**config.mk**
```make
export PLATFORM = sky130hd
export DESIGN_NAME = serial_magnitude_comparator
export DESIGN_NICKNAME = d
export VERILOG_FILES = /design/src/rtl/serial_magnitude_comparator.sv
export SDC_FILE = /design/constraint.sdc
export NUM_CORES = 1
export LEC_CHECK = 0
export ABC_AREA = 1
export CAP_MARGIN = 20
export CORE_MARGIN = 2
export CORE_UTILIZATION = 53
export DETAILED_ROUTE_END_ITERATION = 8
export PLACE_DENSITY = 0.81
export RECOVER_POWER = 25
export SKIP_LAST_GASP = 1
export SLEW_MARGIN = 20
export SYNTH_ARGS = -nofsm -noshare
export SYNTH_HDL_FRONTEND = slang
export SYNTH_SLANG_ARGS = --single-unit
```
**constraint.sdc**
```tcl
create_clock -name clk -period 1.7 [get_ports clk]
set_input_delay 0.17 -clock clk [delete_from_list [all_inputs] [get_ports clk]]
set_output_delay 0.17 -clock clk [all_outputs]
set_load 0.005 [all_outputs]
```
**src/rtl/serial_magnitude_comparator.sv**
```systemverilog
// Bit-serial, MSB-first unsigned magnitude comparator with start/busy/done handshake.
// Stops at the first differing bit; results are held until the next compare finishes.
module serial_magnitude_comparator #(
    parameter int WIDTH = 4
) (
    input  logic             clk,
    input  logic             reset,
    input  logic             start,
    input  logic [WIDTH-1:0] x,
    input  logic [WIDTH-1:0] y,
    output logic             busy,
    output logic             done,
    output logic             output_greater_than,
    output logic             output_equal
);

    localparam int IDX_W = (WIDTH > 1) ? $clog2(WIDTH) : 1;

    typedef enum logic [1:0] {
        S_IDLE,
        S_COMPARE,
        S_DONE
    } state_t;

    state_t           state, state_nxt;
    logic [WIDTH-1:0] x_sr, y_sr, x_sr_nxt, y_sr_nxt;
    logic [IDX_W-1:0] idx, idx_nxt;
    logic             busy_nxt, done_nxt, gt_nxt, eq_nxt;
    logic             bits_differ, last_bit;

    assign bits_differ = x_sr[WIDTH-1] ^ y_sr[WIDTH-1];
    assign last_bit    = (idx == '0);

    always_ff @(posedge clk or posedge reset) begin
        if (reset) begin
            state               <= S_IDLE;
            x_sr                <= '0;
            y_sr                <= '0;
            idx                 <= '0;
            busy                <= 1'b0;
            done                <= 1'b0;
            output_greater_than <= 1'b0;
            output_equal        <= 1'b0;
        end else begin
            state               <= state_nxt;
            x_sr                <= x_sr_nxt;
            y_sr                <= y_sr_nxt;
            idx                 <= idx_nxt;
            busy                <= busy_nxt;
            done                <= done_nxt;
            output_greater_than <= gt_nxt;
            output_equal        <= eq_nxt;
        end
    end

    always_comb begin
        state_nxt = state;
        case (state)
            S_IDLE:    if (start) state_nxt = S_COMPARE;
            S_COMPARE: if (bits_differ || last_bit) state_nxt = S_DONE;
            S_DONE:    state_nxt = S_IDLE;
            default:   state_nxt = S_IDLE;
        endcase
    end

    // busy/done are decoded from the next state so they leave the flops aligned with it.
    always_comb begin
        x_sr_nxt = x_sr;
        y_sr_nxt = y_sr;
        idx_nxt  = idx;
        gt_nxt   = output_greater_than;
        eq_nxt   = output_equal;
        busy_nxt = (state_nxt == S_COMPARE);
        done_nxt = (state_nxt == S_DONE);
        case (state)
            S_IDLE: begin
                if (start) begin
                    x_sr_nxt = x;
                    y_sr_nxt = y;
                    idx_nxt  = IDX_W'(WIDTH - 1);
                end
            end
            S_COMPARE: begin
                x_sr_nxt = {x_sr[WIDTH-2:0], 1'b0};
                y_sr_nxt = {y_sr[WIDTH-2:0], 1'b0};
                if (bits_differ) begin
                    gt_nxt = x_sr[WIDTH-1];
                    eq_nxt = 1'b0;
                end else if (last_bit) begin
                    gt_nxt = 1'b0;
                    eq_nxt = 1'b1;
                end else begin
                    idx_nxt = idx - IDX_W'(1);
                end
            end
            default: ;
        endcase
    end

endmodule

```
# After elaboration in Yosys (flattened, before gate mapping)
# Index checks and enable logic that the tools add are counted.
[word_totals]
register_bits = 16
latchBits = 0
ram_bits = 0
rom_bits = 0
in_bits = 11
mem_count = 0
[classes]
add_sub_neg = 1
mul = 0
div_mod_pow = 0
order_cmp = 0
eq_ne = 6
n_shift = 0
n_mux = 15
bitwise_logic = 1
reduce_logical = 8
[op_table]
columns = ["cell", "count"]
rows = [
  ["$pmux 4 s2", 2],
  ["$mux 2", 5],
  ["$mux 4", 2],
  ["$pmux 2 s2", 2],
  ["$ne 2x2->1 const B", 3],
  ["$eq 2x1->1 const B", 2],
  ["$logic_not 2->1", 2],
  ["$mux 1", 4],
  ["$reduce_and 2->1", 2],
  ["$reduce_and 4->1", 1],
  ["$reduce_bool 2->1", 2],
  ["$eq 2x2->1 const B", 1],
  ["$sub 2x1->2 const B", 1],
  ["$logic_or 1x1->1", 1],
  ["$xor 1x1->1", 1],
]

# Logic depth before layout (Yosys ltp)
# Gate-level depths: netlist of the first run.
[depth]
word_depth = 5
ltp_mapped = 8

# Worst setup path after synthesis of the first run
# No wires, ideal clock.
[synth_path]
path_kind = "reg-to-reg"
start = "register x_sr[3]"
end = "register output_greater_than"
setup_time_ns = 0.116
t_arrival_ns = 0.958
setup_slack_ns = 0.626
path_stages_with_launch = 7
path_buffers = 0
period_less_slack_ns = 1.074
path_cell_list = "dfrtp_1 ha_1 nand2_1 nand2_1 inv_1 nand2_1 nand2_1"
[synth_between]
elab_chain_cells = 3
[synth_lines]
columns = ["item", "line", "source"]
rows = [
  ["start, declared", "26", "logic [WIDTH-1:0] x_sr, y_sr, x_sr_nxt, y_sr_nxt;"],
  ["start signal, assigned", "46", "x_sr <= x_sr_nxt;"],
  ["$xor 1x1->1", "31", "assign bits_differ = x_sr[WIDTH-1] ^ y_sr[WIDTH-1];"],
  ["$reduce_bool 2->1 (no source line)", "-", ""],
  ["$reduce_and 2->1 (no source line)", "-", ""],
  ["end signal, assigned", "51", "output_greater_than <= gt_nxt;"],
  ["end, declared", "13", "output logic output_greater_than,"],
]
# Several ways; a longest one is shown, not always the timed one.
# A chain may end at the register's enable or synchronous reset.

# Worst setup path in the final report of the first run
[layout_path]
start = "register output_equal"
end = "output port output_equal"
[layout_lines]
columns = ["item", "line", "source"]
rows = [
  ["start, declared", "14", "output logic output_equal"],
  ["start signal, assigned", "52", "output_equal <= eq_nxt;"],
]
# No word-level cell between the ends.

==> results_dict.tcl, run 1 <==
set metrics [dict create \
    min_path_type "input port to asynchronous set/reset pin" \
    synth-seq-cells 16 \
    std_cell_rows 14 \
    worst-path-buf-inv 1 \
    fin_setup_tns_ns 0 \
    core_area_um2 1470 \
    critical_path.cell_chain "clkdlybuf4s50_1" \
    clock_tree.htree_level_count 1 \
    cellPowerDensity_nw_per_um2 1690 \
    crit_path_max_incr_delay_ns 0.50 \
    die_w_um 43.4 \
    fillCellCount 135 \
    cts_num_sinks 16 \
    timing.clock.skew_ns 0.00171 \
    irDropWorstVdd_mv 1.05 \
    setup-violations-final 0 \
    tritoncts "done" \
    remaining_routing_drc_violations 1 \
    mappedNetlistArea_um2 822 \
    crit_arrival_ns 1.14 \
    floorplan.die_area_um2 1880 \
    startpoint_type_of_the_worst_setup_path "flop" \
    share_clk_of_total_power 0.149 \
    clkTransAtPathRegs_ns 0.09 \
    worst_slew_margin_relative_to_its_limit 0.595 \
    p_int_mw 1.02 \
    netlist-cell-type-count 16 \
    worst_skew_pair.late_latency_ns 0.29 \
    tightestPinTransition_ns 0.607 \
    run_status "complete, but fails checks" \
    worstPathRequired_ns 1.53 \
    grt_pass1_vias 639 \
    detail_route.wirelength_um 1460 \
    initial_core_util 0.559 \
    finalMaxSlewViolations 0 \
    final.period_utilization 0.770 \
    critical-path-top-delay-family "buffers and inverters" \
    period_minus_slack_ns 1.31 \
    critPathSlowestCell "sky130_fd_sc_hd__clkdlybuf4s50_1" \
    switching_share 0.399 \
    grt_max_degree 17 \
    postRouteAntennaNets 0 \
    combPwrFrac 0.450 \
    drive_gt1_frac 0.0973 \
    layout.area.seq_um2 400 \
    post_synth.cell_area_avg_um2 8.56 \
    synth-warning-count 0 \
    achievable-frequency_mhz 764 \
    die-height_um 43.4 \
    synthToLayoutAreaGrowth_pct 22.1 \
    number_of_input_and_output_port_buffers_inserted 14 \
    worst-path-max-fanout 2 \
    cts.repair_timing.setup_buffer_count 0 \
    grt_antenna_before_repair 0 \
    critPathCaptureType "output pin" \
    final_net_count 127 \
    floorplan.io_pins 15 \
    rsz0062_at_grt "no" \
    drt-initial-drc-count 13 \
    hold_violations 0 \
    ctsRootBufferMaster "sky130_fd_sc_hd__clkbuf_4" \
    power.sequential.fraction 0.401 \
    synth-seq-area-share 0.487 \
    worst-setup-path-type "flop to output pin" \
    ctsLongestPathBuffers 2 \
    route.detailed.vias_per_inst 5.14 \
    n_antenna_cell 0 \
    globalRoute.totalOverflow 0 \
    p_switching_mw 0.678 \
    stdcell_count 129 \
    detailedPlacementHpwl_um 1070 \
    cts.repair.resized 0 \
    grt_first_pass_wirelength_um 2590 \
    hold_buffers 0 \
    postSynthCellCount 96 \
    via_total_after_detailed_routing 663 \
    globalRouteTotalUtil 0.189 \
    cap_viol_max_count 0 \
    violations "DRC" \
    per_cell_routed_wire_length_um 11.3 \
    cts_made_buffers 3 \
    placedCellCount 125 \
    gp_congestion 0.805 \
    synthesis.nets 109 \
    multi_input_comb_area_um2 335 \
    detailedRoute.firstPassIterationCount 6 \
    leakage_nw 0.544 \
]
synth_stat cells:
cell | instances | area (µm²)
sky130_fd_sc_hd__nand2_1 | 32 | 120
sky130_fd_sc_hd__dfrtp_1 | 16 | 400
sky130_fd_sc_hd__inv_1 | 16 | 60.1
sky130_fd_sc_hd__nand3_1 | 12 | 60.1
sky130_fd_sc_hd__nand3b_1 | 5 | 37.5
sky130_fd_sc_hd__buf_6 | 2 | 22.5
sky130_fd_sc_hd__ha_1 | 2 | 25.0
sky130_fd_sc_hd__nand2_4 | 2 | 22.5
sky130_fd_sc_hd__o21ai_1 | 2 | 10.0
sky130_fd_sc_hd__inv_2 | 1 | 3.75
sky130_fd_sc_hd__nand3_4 | 1 | 17.5
sky130_fd_sc_hd__nand4_1 | 1 | 6.26
sky130_fd_sc_hd__nor2_1 | 1 | 3.75
sky130_fd_sc_hd__nor2_4 | 1 | 11.3
sky130_fd_sc_hd__o21ai_0 | 1 | 5.00
sky130_fd_sc_hd__o21ai_4 | 1 | 16.3
power by group through the flow:
stage	registers, mW	clock network, mW	logic, mW
2_1_floorplan	0.636	0	0.611
3_3_place_gp	0.679	0	0.754
3_5_place_dp	0.683	0	0.771
4_1_cts	0.676	0.258	0.774
5_1_grt	0.703	0.269	0.889
6_report	0.680	0.253	0.764
flip-flops by register name, indices dropped and copies added (netlist names):
| name | count |
|---|---|
| x_sr | 4 |
| y_sr | 4 |
| idx | 2 |
| state | 2 |
| busy | 1 |
| done | 1 |
| output_equal | 1 |
| output_greater_than | 1 |
cells in the final DEF (no fill, tap or decap), drive strengths merged:
master,Yosys,final
nand3b,5,5
inv,17,17
clkdlybuf4s50,0,13
dfrtp,16,16
nor2,2,2
o21ai,4,4
nand4,1,1
clkbuf,0,4
dlygate4sd3,0,1
nand2,34,34
nand3,13,13
buf,2,1
ha,2,2
layout make-up:
| cell class | instances | area share |
|---|---|---|
| repair buffers | 15 | 0.147 |
| multi-input cells | 61 | 0.334 |
| clock buffers | 4 | 0.0362 |
| well taps | 16 | 0.0200 |
| flip-flops and latches | 16 | 0.399 |
| inverters | 17 | 0.0636 |
routing by layer:
| layer | share of wire | wire [µm] | track usage | up-vias |
|---|---|---|---|---|
| met3 | 0.045 | 66 | 0.0375 | 4 |
| met1 | 0.47 | 679 | 0.238 | 308 |
| li1 | - | - | - | 332 |
| met4 | 0.021 | 31 | 0.115 | 0 |
| met5 | 0 | 0 | 0 | - |
| met2 | 0.47 | 681 | 0.299 | 19 |
metrics by stage:
step	cell area, µm²	setup slack (ns)	utilization	power [mW]	hold WS (ns)
3_3_place_gp	967	0.452	0.657	1.43	0.462
6_report	1000	0.390	0.682	1.70	0.386
4_1_cts	1000	0.377	0.682	1.71	0.262
3_5_place_dp	967	0.438	0.657	1.45	0.469
2_1_floorplan	822	0.626	-	1.25	0.0837
5_1_grt	1000	0.286	0.682	1.86	0.438
cell families after synthesis:
logic type               Yosys count  share of synthesized area
adder cells (fa/ha/maj)            2                     0.0304
AND/OR/NAND/NOR                   55                      0.339
flip-flops                        16                      0.487
AO/OA/AOI/OAI                      4                     0.0381
buffers and inverters             19                      0.105
final timing paths:
path                                startpoint             endpoint  slack (ns)  cells after the start
max                               output_equal         output_equal        0.39                      1
min                                      reset                 done        0.39                      2
max reg2reg                           state[0]               idx[1]        0.40                      5
min reg2reg                output_greater_than  output_greater_than        0.49                      2
max in group asynchronous                reset              x_sr[0]        0.92                      2
min in group clk                          y[0]              y_sr[0]        0.41                      3
(Power assumes the default switching activity.)
==> inputs of run 2 (changes only) <==
Settings changed: CORE_UTILIZATION 53 to 45, PLACE_DENSITY 0.81 to 0.73.
Clock period 1.7 ns to 1.2 ns, I/O delays scaled along.
==> run 2 against run 1 <==
  * The flow finishes with violations (setup timing)
  * Clock power is 44% higher
  * Sequential power is 40% higher
  * Power is 58% higher
  * Via count is 2.6% higher
  * Cell area is 8.4% higher
  * Largest cell class unchanged
  * Highest routed layer unchanged
==> results_dict.tcl, run 2 (same netlist as run 1, synthesis figures left out) <==
set metrics [dict create \
    power.sequential.fraction 0.355 \
    via_total_after_detailed_routing 680 \
    crit_arrival_ns 1.44 \
    cap_viol_max_count 0 \
    ctsRootBufferMaster "sky130_fd_sc_hd__clkbuf_4" \
    finalMaxSlewViolations 0 \
    number_of_input_and_output_port_buffers_inserted 14 \
    p_switching_mw 1.09 \
    violations "setup timing" \
    worst_skew_pair.late_latency_ns 0.30 \
    detail_route.wirelength_um 1660 \
    grt_max_degree 17 \
    irDropWorstVdd_mv 1.16 \
    share_clk_of_total_power 0.136 \
    gp_congestion 0.805 \
    leakage_nw 0.583 \
    clkTransAtPathRegs_ns 0.09 \
    final_net_count 133 \
    detailedRoute.firstPassIterationCount 4 \
    std_cell_rows 15 \
    cts_made_buffers 3 \
    remaining_routing_drc_violations 0 \
    core_area_um2 1730 \
    grt_first_pass_wirelength_um 2680 \
    period_minus_slack_ns 1.24 \
    achievable-frequency_mhz 804 \
    globalRouteTotalUtil 0.178 \
    floorplan.io_pins 15 \
    grt_pass1_vias 646 \
    run_status "complete, but fails checks" \
    grt_antenna_before_repair 0 \
    tritoncts "done" \
    placedCellCount 137 \
    globalRoute.totalOverflow 0 \
    cellPowerDensity_nw_per_um2 2470 \
    detailedPlacementHpwl_um 1170 \
    place_ws_ns -0.0353 \
    min_path_type "input port to flop" \
    p_int_mw 1.59 \
    hold_violations 0 \
    fin_setup_tns_ns -0.0833 \
    combPwrFrac 0.509 \
    initial_core_util 0.476 \
    reg.largest.list "x_sr (4), y_sr (4)" \
    stdcell_count 144 \
    n_antenna_cell 0 \
    cts_num_sinks 16 \
    critPathCaptureType "flop" \
    die_w_um 46.7 \
    setup-violations-final 2 \
    ctsLongestPathBuffers 2 \
    switching_share 0.406 \
    die-height_um 46.7 \
    tightestPinTransition_ns 0.849 \
    drt-initial-drc-count 8 \
    worst-path-max-fanout 4 \
    holdWs_ns 0.348 \
    route.detailed.vias_per_inst 4.72 \
    utilization 0.630 \
    per_cell_routed_wire_length_um 11.5 \
    rsz0062_at_grt "yes" \
    synthToLayoutAreaGrowth_pct 32.3 \
    drive_gt1_frac 0.218 \
    mostFrequentLayoutCells "29 x sky130_fd_sc_hd__nand2_1, 15 x sky130_fd_sc_hd__inv_1, 15 x sky130_fd_sc_hd__dfrtp_1, 10 x sky130_fd_sc_hd__nand3_1, 10 x sky130_fd_sc_hd__clkdlybuf4s50_1" \
    final.period_utilization 1.04 \
    startpoint_type_of_the_worst_setup_path "flop" \
    worst-setup-path-type "flop to flop" \
    worstPathRequired_ns 1.40 \
    timing.clock.skew_ns 0.00469 \
    postRouteAntennaNets 0 \
    floorplan.die_area_um2 2180 \
    worst_slew_margin_relative_to_its_limit 0.434 \
    clock_tree.htree_level_count 1 \
    mostFrequentLayoutCell "sky130_fd_sc_hd__nand2_1" \
    layout_setup_ws_ns -0.0445 \
]
[run 2: final cells by class]
type / count / area (µm²)
Clock buffer: 4 / 36.3
Tap cell: 25 / 31.3
Inverter: 17 / 63.8
Multi-Input combinational cell: 61 / 370
Timing Repair Buffer: 21 / 184
Fill cell: 147 / 639
Sequential cell: 16 / 402
[run 2: power groups by stage]
stage / clock network (mW) / logic, mW / registers [mW]
6_report: 0.364 / 1.37 / 0.952
5_1_grt: 0.390 / 1.57 / 0.979
4_1_cts: 0.363 / 1.20 / 0.938
3_5_place_dp: 0 / 1.15 / 0.947
3_3_place_gp: 0 / 1.12 / 0.943
2_1_floorplan: 0 / 0.865 / 0.901
[run 2: metrics by stage]
step / power (mW) / area [µm²]
2_1_floorplan: 1.77 / 822
3_3_place_gp: 2.06 / 1000
3_5_place_dp: 2.10 / 1000
4_1_cts: 2.50 / 1060
5_1_grt: 2.94 / 1090
6_report: 2.68 / 1090
[run 2: critical path, stage by stage (launching register included)]
cell	delay [ns]
sky130_fd_sc_hd__dfrtp_1	0.43
sky130_fd_sc_hd__ha_4	0.29
sky130_fd_sc_hd__inv_2	0.04
sky130_fd_sc_hd__nor2_2	0.14
sky130_fd_sc_hd__nand2_2	0.11
sky130_fd_sc_hd__nand3_2	0.07
sky130_fd_sc_hd__nand2_1	0.05
[run 2: repair_timing]
item / 4_1_cts / 5_1_grt
pin swaps: 2 / 4
setup endpoints to repair: 6 / 4
setup buffers: 2 / 1
gates resized for setup: 5 / 9
hold buffers: 0 / 0
[run 2: worst paths after layout]
path                            startpoint       end  slack [ns]  cells after the start
worst max-delay path               x_sr[3]    idx[1]       -0.04                      6
worst min-delay path                  x[0]   x_sr[0]        0.35                      3
worst max register to register     x_sr[3]    idx[1]       -0.04                      6
worst min register to register     y_sr[2]   y_sr[2]        0.48                      2
max in group asynchronous            reset  state[0]        0.23                      3
min in group asynchronous            reset   x_sr[3]        0.39                      3
[run 2: routing by layer]
metal,share of wire,vias up,track usage
li1,-,342,-
met1,0.43,315,0.227
met2,0.50,16,0.289
met3,0.032,7,0.0231
met4,0.037,0,0.106
met5,0,-,0
